==> src/rtl/interrupt_sequencer.sv <==
// rtl/interrupt_sequencer.sv - PIC request capture, priority resolution and two-pulse INTA sequencing
module interrupt_sequencer #(
  parameter int         NUM_IR      = 8,
  parameter logic [2:0] SPURIOUS_IR = 3'd7
) (
  input  logic              clk,
  input  logic              rst_n,
  input  logic [NUM_IR-1:0] ir,
  input  logic              inta_n,
  input  logic              level_triggered,
  input  logic              auto_eoi,
  input  logic [NUM_IR-1:0] ocw1,
  input  logic [7:0]        ocw2,
  input  logic              ocw2_wr,
  output logic              int_out,
  output logic [NUM_IR-1:0] irr,
  output logic [NUM_IR-1:0] isr,
  output logic [NUM_IR-1:0] isr_highest_bit,
  output logic [1:0]        number_of_ack,
  output logic              send_vector_address
);

  typedef enum logic [1:0] {S_IDLE, S_ACK1, S_ACK2} state_t;

  // Highest-priority set bit of v; priority runs lp+1, lp+2, ... wrapping, lp lowest.
  function automatic logic [2:0] top_bit(input logic [7:0] v, input logic [2:0] lp);
    logic [2:0] idx;
    logic [2:0] pick;
    pick = lp;
    for (int k = 8; k >= 1; k--) begin
      idx = lp + 3'(k);
      if (v[idx]) pick = idx;
    end
    return pick;
  endfunction

  // Distance from the top of the rotating order; 0 is the highest priority.
  function automatic logic [2:0] rank(input logic [2:0] idx, input logic [2:0] lp);
    return idx - lp - 3'd1;
  endfunction

  function automatic logic [7:0] onehot(input logic [2:0] idx);
    return 8'd1 << idx;
  endfunction

  state_t     state_q, state_d;
  logic [7:0] ir_q;
  logic       inta_q;
  logic [7:0] irr_q, irr_d;
  logic [7:0] isr_q, isr_d;
  logic [7:0] hib_q, hib_d;
  logic       int_out_q, int_out_d;
  logic [1:0] nack_q, nack_d;
  logic       sva_q, sva_d;
  logic [2:0] lp_q, lp_d;
  logic [2:0] grant_q, grant_d;
  logic       spur_q, spur_d;
  logic       raeoi_q, raeoi_d;

  logic [7:0] ir_rise;
  logic       inta_fall;
  logic       inta_rise;
  logic [7:0] req;
  logic       cand_vld;
  logic [2:0] cand;
  logic       isr_vld;
  logic [2:0] isr_top;
  logic [2:0] ocw2_cmd;
  logic [2:0] ocw2_lvl;
  logic [7:0] isr_set;
  logic [7:0] isr_clr;
  logic [7:0] irr_clr;
  logic       unused_ocw2;

  assign ir_rise     = ir & ~ir_q;
  assign inta_fall   = inta_q & ~inta_n;
  assign inta_rise   = ~inta_q & inta_n;
  assign req         = irr_q & ~ocw1;
  assign cand_vld    = |req;
  assign cand        = top_bit(req, lp_q);
  assign isr_vld     = |isr_q;
  assign isr_top     = top_bit(isr_q, lp_q);
  assign ocw2_cmd    = ocw2[7:5];
  assign ocw2_lvl    = ocw2[2:0];
  assign unused_ocw2 = ^ocw2[4:3];

  // A request interrupts only if nothing is in service or it outranks everything in service.
  assign int_out_d = cand_vld && (!isr_vld || (rank(cand, lp_q) < rank(isr_top, lp_q)));

  // Register the raw inputs so edges can be detected one cycle later.
  always_ff @(posedge clk or negedge rst_n) begin
    if (!rst_n) begin
      ir_q   <= 8'h00;
      inta_q <= 1'b1;
    end else begin
      ir_q   <= ir;
      inta_q <= inta_n;
    end
  end

  // FSM state and all sequencer state registers.
  always_ff @(posedge clk or negedge rst_n) begin
    if (!rst_n) begin
      state_q   <= S_IDLE;
      irr_q     <= 8'h00;
      isr_q     <= 8'h00;
      hib_q     <= 8'h00;
      int_out_q <= 1'b0;
      nack_q    <= 2'd0;
      sva_q     <= 1'b0;
      lp_q      <= 3'd7;
      grant_q   <= SPURIOUS_IR;
      spur_q    <= 1'b1;
      raeoi_q   <= 1'b0;
    end else begin
      state_q   <= state_d;
      irr_q     <= irr_d;
      isr_q     <= isr_d;
      hib_q     <= hib_d;
      int_out_q <= int_out_d;
      nack_q    <= nack_d;
      sva_q     <= sva_d;
      lp_q      <= lp_d;
      grant_q   <= grant_d;
      spur_q    <= spur_d;
      raeoi_q   <= raeoi_d;
    end
  end

  // OCW2 decode, INTA sequencing and IRR/ISR next state.
  always_comb begin
    state_d = state_q;
    nack_d  = nack_q;
    sva_d   = sva_q;
    hib_d   = hib_q;
    grant_d = grant_q;
    spur_d  = spur_q;
    lp_d    = lp_q;
    raeoi_d = raeoi_q;
    isr_set = 8'h00;
    isr_clr = 8'h00;
    irr_clr = 8'h00;

    // EOI commands look at the ISR as it stood before this cycle's grant.
    if (ocw2_wr) begin
      case (ocw2_cmd)
        3'b001: if (isr_vld) isr_clr = onehot(isr_top);
        3'b011: if (isr_vld) isr_clr = onehot(ocw2_lvl);
        3'b101: if (isr_vld) begin
          isr_clr = onehot(isr_top);
          lp_d    = isr_top;
        end
        3'b111: if (isr_vld) begin
          isr_clr = onehot(ocw2_lvl);
          lp_d    = ocw2_lvl;
        end
        3'b110: lp_d = ocw2_lvl;
        3'b100: raeoi_d = 1'b1;
        3'b000: raeoi_d = 1'b0;
        default: ;
      endcase
    end

    case (state_q)
      S_IDLE: begin
        if (inta_fall) begin
          // A request withdrawn since int_out was raised is answered as spurious.
          if (int_out_q && cand_vld) begin
            grant_d = cand;
            spur_d  = 1'b0;
            isr_set = onehot(cand);
            if (!level_triggered) irr_clr = onehot(cand);
          end else begin
            grant_d = SPURIOUS_IR;
            spur_d  = 1'b1;
          end
          hib_d   = onehot(grant_d);
          nack_d  = 2'd1;
          state_d = S_ACK1;
        end
      end
      S_ACK1: begin
        if (inta_fall) begin
          nack_d  = 2'd2;
          sva_d   = 1'b1;
          state_d = S_ACK2;
        end
      end
      S_ACK2: begin
        if (inta_rise) begin
          nack_d  = 2'd0;
          sva_d   = 1'b0;
          state_d = S_IDLE;
          // An automatic rotation overrides an OCW2 priority change in the same cycle.
          if (auto_eoi && !spur_q) begin
            isr_clr = isr_clr | onehot(grant_q);
            if (raeoi_q) lp_d = grant_q;
          end
        end
      end
      default: state_d = S_IDLE;
    endcase

    isr_d = (isr_q & ~isr_clr) | isr_set;
    if (level_triggered) irr_d = ir;
    else                 irr_d = (irr_q | ir_rise) & ir & ~irr_clr;
  end

  assign int_out             = int_out_q;
  assign irr                 = irr_q;
  assign isr                 = isr_q;
  assign number_of_ack       = nack_q;
  assign send_vector_address = sva_q;
  assign isr_highest_bit     = (state_q == S_IDLE) ? (isr_vld ? onehot(isr_top) : 8'h00) : hib_q;

endmodule
==> config.mk <==
export PLATFORM = sky130hd
export DESIGN_NAME = interrupt_sequencer
export DESIGN_NICKNAME = d
export VERILOG_FILES = /design/src/rtl/interrupt_sequencer.sv
export SDC_FILE = /design/constraint.sdc
export NUM_CORES = 1
export LEC_CHECK = 0
export CORE_MARGIN = 2
export CORE_UTILIZATION = 35
export CTS_CLUSTER_DIAMETER = 120
export CTS_CLUSTER_SIZE = 24
export DETAILED_ROUTE_END_ITERATION = 10
export GPL_TIMING_DRIVEN = 0
export PLACE_DENSITY = 0.66
export SYNTH_ARGS = -nofsm -noshare
export SYNTH_HDL_FRONTEND = slang
export SYNTH_SLANG_ARGS = --single-unit
==> constraint.sdc <==
create_clock -name clk -period 7.4 [get_ports clk]
set_input_delay 0.74 -clock clk [delete_from_list [all_inputs] [get_ports clk]]
set_output_delay 0.74 -clock clk [all_outputs]
set_load 0.01 [all_outputs]
# ---- After elaboration in Yosys (flattened, before gate mapping)
# Index checks and enable logic that the tools add are counted.
# W data, S select, Z words.
dict set report classes {
  add_sub_neg 11
  mul 0
  div 0
  order_cmp 8
  eq_ne 11
  shift 5
  muxes 79
  bitwise 16
  reduce_logical 20
}
# cell n
set ops {}
lappend ops {{$mux W8} 15}
lappend ops {{$mux W3} 24}
lappend ops {{$bmux W1 S3} 14}
lappend ops {{$and A8 B8 Y8} 5}
lappend ops {{$shl A1 B3 Y8 const A} 5}
lappend ops {{$not A8 Y8} 4}
lappend ops {{$lt A3 B4 Y1 const B} 7}
lappend ops {{$or A8 B8 Y8} 3}
lappend ops {{$mux W1} 17}
lappend ops {{$pmux W8 S2} 1}
lappend ops {{$reduce_or A8 Y1} 2}
lappend ops {{$add A3 B3 Y3 const B} 4}
lappend ops {{$eq A3 B3 Y1 const B} 4}
lappend ops {{$pmux W2 S3} 2}
lappend ops {{$pmux W3 S3} 1}
lappend ops {{$add A3 B2 Y3 const B} 2}
lappend ops {{$mux W2} 3}
lappend ops {{$ne A2 B2 Y1 const B} 3}
lappend ops {{$reduce_and A3 Y1} 2}
lappend ops {{$sub A3 B1 Y3 const B} 2}
lappend ops {{$sub A3 B3 Y3} 2}
lappend ops {{$pmux W1 S2} 2}
lappend ops {{$reduce_and A2 Y1} 2}
lappend ops {{$reduce_and A4 Y1} 1}
lappend ops {{other kinds (16)} 23}
dict set report word_totals {
  register_bits 47
  latch_bits 0
  mem_bits_rw 0
  mem_bits_ro 0
  output_inout_bits 28
  memories 0
}

# ---- Depth between registers and ports, before layout
# Gate-level depths: netlist (run 1).
dict set report logic_depth {
  depth_word 21
  mapped_depth 21
}

# ---- Worst setup path after synthesis (run 1)
# Ideal clock, no wire load.
dict set report synth_timing {
  kind {reg2reg}
  from {reg lp_q[1]}
  to {reg int_out_q, in the netlist int_out}
  setup_ns 0.132
  arrival_time_ns 4.563
  required_time_ns 7.268
  setup_slack_ns 2.705
  path_stages_with_launch 22
  path_buffers 4
  cell_sequence {dfstp_2 > clkbuf_1 > inv_2 > clkbuf_1 > ha_1 > buf_6 > mux4_2 > mux2_2 > nand2_1 > o21ai_1 > a221o_1 > nor2_1 > buf_2 > ha_1 > inv_1 > fa_1 > xnor2_1 > xnor2_1 > ha_1 > a21oi_1 > nor2_1 > nor2_1}
}
dict set report synth_via {
  elab_chain_cells 15
  elab_cells_between_ends 56
}
# item line
set synth_rtl {}
lappend synth_rtl {{start: declaration} 55} ;# logic [2:0] lp_q, lp_d;
lappend synth_rtl {{start signal: assignment} 123} ;# lp_q <= lp_d;
lappend synth_rtl {{$add A3 B3 Y3} 31} ;# idx = lp + 3'(k);
lappend synth_rtl {{$bmux W1 S3} 32} ;# if (v[idx]) pick = idx;
lappend synth_rtl {{$mux W1 (implied by the code)} 32}
lappend synth_rtl {{$mux W3 (7 in a row)} 32}
lappend synth_rtl {{$sub A3 B3 Y3} 39} ;# return idx - lp - 3'd1;
lappend synth_rtl {{$sub A3 B1 Y3} 39}
lappend synth_rtl {{$lt A3 B3 Y1 (*)} 88} ;# assign int_out_d = cand_vld && (!isr_vld || (rank(cand, lp_q) < rank(isr_top, lp_q)));
lappend synth_rtl {{$logic_or A1 B1 Y1 (*)} 88}
lappend synth_rtl {{$logic_and A1 B1 Y1 (*)} 88}
lappend synth_rtl {{net int_out_d} 52} ;# logic int_out_q, int_out_d;
lappend synth_rtl {{end signal: assignment} 120} ;# int_out_q <= int_out_d;
lappend synth_rtl {{end: declaration} 52}
# The timed path passes the listed nets; every way through them passes the cells marked *. The select of a mux whose other input is x is not followed.
# A chain may end at the register's enable or synchronous reset.

# ---- Worst setup path after layout (run 1)
dict set report layout_timing {
  from {reg lp_q[1]}
  to {out isr_highest_bit[0]}
}
dict set report layout_via {
  elab_chain_cells 13
  elab_cells_between_ends 31
}
# item line
set layout_rtl {}
lappend layout_rtl {{$add A3 B3 Y3} 31}
lappend layout_rtl {{$bmux W1 S3} 32}
lappend layout_rtl {{$mux W1 (implied by the code)} 32}
lappend layout_rtl {{$mux W3 (6 in a row)} 32}
lappend layout_rtl {{$mux W3 (*)} 32}
lappend layout_rtl {{$shl A1 B3 Y8 (*)} 43} ;# return 8'd1 << idx;
lappend layout_rtl {{$mux W8 (*) (2 in a row)} 214} ;# assign isr_highest_bit = (state_q == S_IDLE) ? (isr_vld ? onehot(isr_top) : 8'h00) : hib_q;
lappend layout_rtl {{end: declaration} 18} ;# output logic [NUM_IR-1:0] isr_highest_bit,
# Every way passes the cells marked *; elsewhere a longest branch is shown, timed or not. The select of a mux whose other input is x is not followed.

==> results of run 1 <==
==> sequential cells by signal, summed over array words and instances (netlist names) <==
| name | flops |
|---|---|
| lp_q | 3 |
| irr | 8 |
| state_q | 2 |
| spur_q | 1 |
| number_of_ack | 2 |
| hib_q | 8 |
| isr | 8 |
| int_out | 1 |
| ir_q | 8 |
| grant_q | 3 |
| inta_q | 1 |
| send_vector_address | 1 |
| raeoi_q | 1 |
==> final cells by class <==
class                           instances  area share (%)
Inverter                               24            1.68
Clock inverter                          2           0.304
Sequential cell                        47            22.1
Timing Repair Buffer                   56            10.6
Buffer                                 27            2.78
Clock buffer                            6            2.59
Tap cell                              172            4.02
Multi-Input combinational cell        385            55.9
==> kinds of logic (layout without fill, tap and decap cells) <==
logic type,count (synthesis),in the layout,share of synthesized area (%)
buffers and inverters,51,115,5.41
flip-flops,47,47,26.8
multiplexers,49,49,17.5
XOR/XNOR,7,7,1.56
adder cells (fa/ha/maj),12,12,3.74
AND/OR/NAND/NOR,184,184,21.6
AO/OA/AOI/OAI,133,133,23.3
==> metal layers <==
metal / up-vias / global-route usage, % / routed length (um)
li1: 1964 / - / -
met4: 0 / 9.13 / 383
met5: - / 0 / 0
met3: 30 / 2.65 / 986
met2: 202 / 36.8 / 7070
met1: 2042 / 27.6 / 5690
==> metrics by stage <==
stage / hold slack, ps / instance area [sq um] / worst slack, ps
2_1_floorplan: 444 / 4420 / 2700
3_3_place_gp: 481 / 5190 / 1400
3_5_place_dp: 491 / 5200 / 1330
4_1_cts: 412 / 5360 / 1010
5_1_grt: 440 / 5360 / 607
6_report: 400 / 5360 / 904
==> cell usage after synthesis (7+ instances only) <==
library cell  number  area (sq um)
buf_2              8          40.0
nand3_1            9          45.0
a211oi_1           7          52.6
o21ai_0           17          85.1
a21oi_1           13          65.1
nand2b_1          20           125
nor2_1            40           150
mux2i_1           19           190
a221oi_1           7          61.3
nor3_1            10          50.1
o22ai_1           20           125
inv_1             21          78.8
dfstp_2            8           210
ha_1              10           125
mux4_2            22           495
mux2_2             8          90.1
o221ai_1           7          61.3
dfrtp_1           39           976
a31oi_1            8          50.1
nor2b_1           14          87.6
clkbuf_1          12          45.0
nand2_1           48           180
==> worst max path at each step <==
stage	start	to	slack [ps]	cells after the start
finish	lp_q[1]	isr_highest_bit[0]	900	15
global route	lp_q[1]	isr_highest_bit[0]	610	15
global placement	lp_q[1]	isr_highest_bit[0]	1400	15
floorplan	lp_q[1]	int_out	2700	21
detailed placement	lp_q[1]	isr_highest_bit[0]	1330	15
CTS	lp_q[1]	isr_highest_bit[0]	1010	15
==> critical path, stage by stage, from the launching register on <==
cell and delay, ps:
dfstp_2 600, clkbuf_1 460, inv_2 270, clkbuf_1 340
ha_1 270, buf_2 200, xnor2_2 550, mux4_2 400
mux2i_1 520, o21ai_0 160, a22o_1 240, nor2_1 200
buf_2 260, o21ai_0 210, o22ai_1 210, clkdlybuf4s50_1 570
==> impl_results.md, run 1 <==
- Final cell count without fillers: 719
- Die area: around 0.014 sq mm
- Slew Limit Fails: 0
- Fin Clk Skew: around 6 ps
- # port buffers: 55
- Gate count after technology mapping: approximately 480
- N_diodes: 0
- Synth warn: 0
- Max Fclk: approximately 150 MHz
- Core area: ~0.012 sq mm
- Root Buffer: clkbuf_16
- Clk Latency, worst-skew pair: ~290 ps
- Hold Path Class: input pin to asynchronous set/reset pin
- Initial DRC count: 259
- Max Root-Sink Buffers: 2
- Global-route wire length before repair: approximately 23000 um
- RR Endpoint: int_out
- Crit path DAT: between 5000 and 6000 ps
- Worst slew pin tran: ~740 ps
- DIE WIDTH: between 100 and 150 um
- GRT Total Usage: between 20% and 30%
- # nets final: 588
- Row count: 41
- Synth Cell Area: about 0.0044 sq mm
- Antenna violations before repair: 0
- Crit path time final: about 6500 ps
- Share of layout cells above drive strength 1: around 15%
- Seq/Total Area, Yosys: 26.8%
- Hold_buf cts: 0
- Global route overflow: 0
- Num CTS Buffers: 5
- Final Hold Fails: 0
- Worst r2r src: lp_q[1]
- Yosys reg bits: 47
- Crit share post-route: slightly below 90%
- Vias: ~4200
- Synthesized Nets: roughly 530
- Crit. End Element: output pin
- Final setup TNS: 0 ps
- Drt pass-1 iters: 6
- Clock transition at the registers of the reported paths: about 70 ps
- WP data required: around 6700 ps
- Routability-driven placement congestion ratio: just over 0.9
- Post-Place Cells: slightly above 700
- Startpoint Class: flip-flop
- Final design utilization: ~43%
- Vias per cell: a little under 6
- CTS tree: built
- Drt wl/cell: 19.7 um
- Routed wire length: 14100 um
- Status: finished clean
- Detail Route Antenna Nets: 0
- Vias in the first global route: between 4000 and 5000
- Commonest non-fill, non-tap cell in the layout: clkdlybuf4s50_1
- Path depth of the worst reg2reg path: 21
- Htree depth: 2
- Crit path kind: flip-flop to output pin
- Setup bufs post-CTS: 0
- Initial Util: approximately 35%
- Ports: 58
- Area Overhead vs Synth: 21.2%
- Post-synthesis cell type count: 78
- Post-Syn Area per Cell: between 9 and 10 sq um
- DR DRC count: 0
- Multi-input combinational cell area: around 0.003 sq mm
- Max Cap Viol: 0
- R2R setup slack: 1380 ps
- FILL cells: between 1000 and 1500
- RSZ-0062 raised after global routing: false
- Main synth FF type: dfrtp_1
- DP HPWL: 10800 um
- Reg area: around 0.0012 sq mm
- Worst-path maximum fanout: 11
- Clk sinks: 47
- Resized Gates After CTS: 0
- Post-synth EDFFs: 0
- Die height: approximately 120 um
- Largest net degree at the start of global routing: 30
- Slew margin rel.: 50.7%
- # setup viols final: 0
- Asr flop ratio synth: 100%
- Most used cells in the layout excluding fill and tap cells: clkdlybuf4s50_1, nand2_1, nor2_1, dfrtp_1, mux4_2
Power of run 1 is not shown: default switching activity piles up to over one toggle a cycle in this logic, so the estimate is an artifact.
==> run 2, diff against run 1 <==
Settings changed: ABC_AREA set to 0.
==> results of run 2 <==
The final DEF is identical to that of run 1; final timing and power are the same.
Power of run 2 is left out for the same reason.
==> run 3, diff against run 2 <==
Settings changed: SLEW_MARGIN set to 20.
==> results of run 3 <==
The final DEF is identical to that of run 1; final timing and power are the same.
Power of run 3 is left out for the same reason.
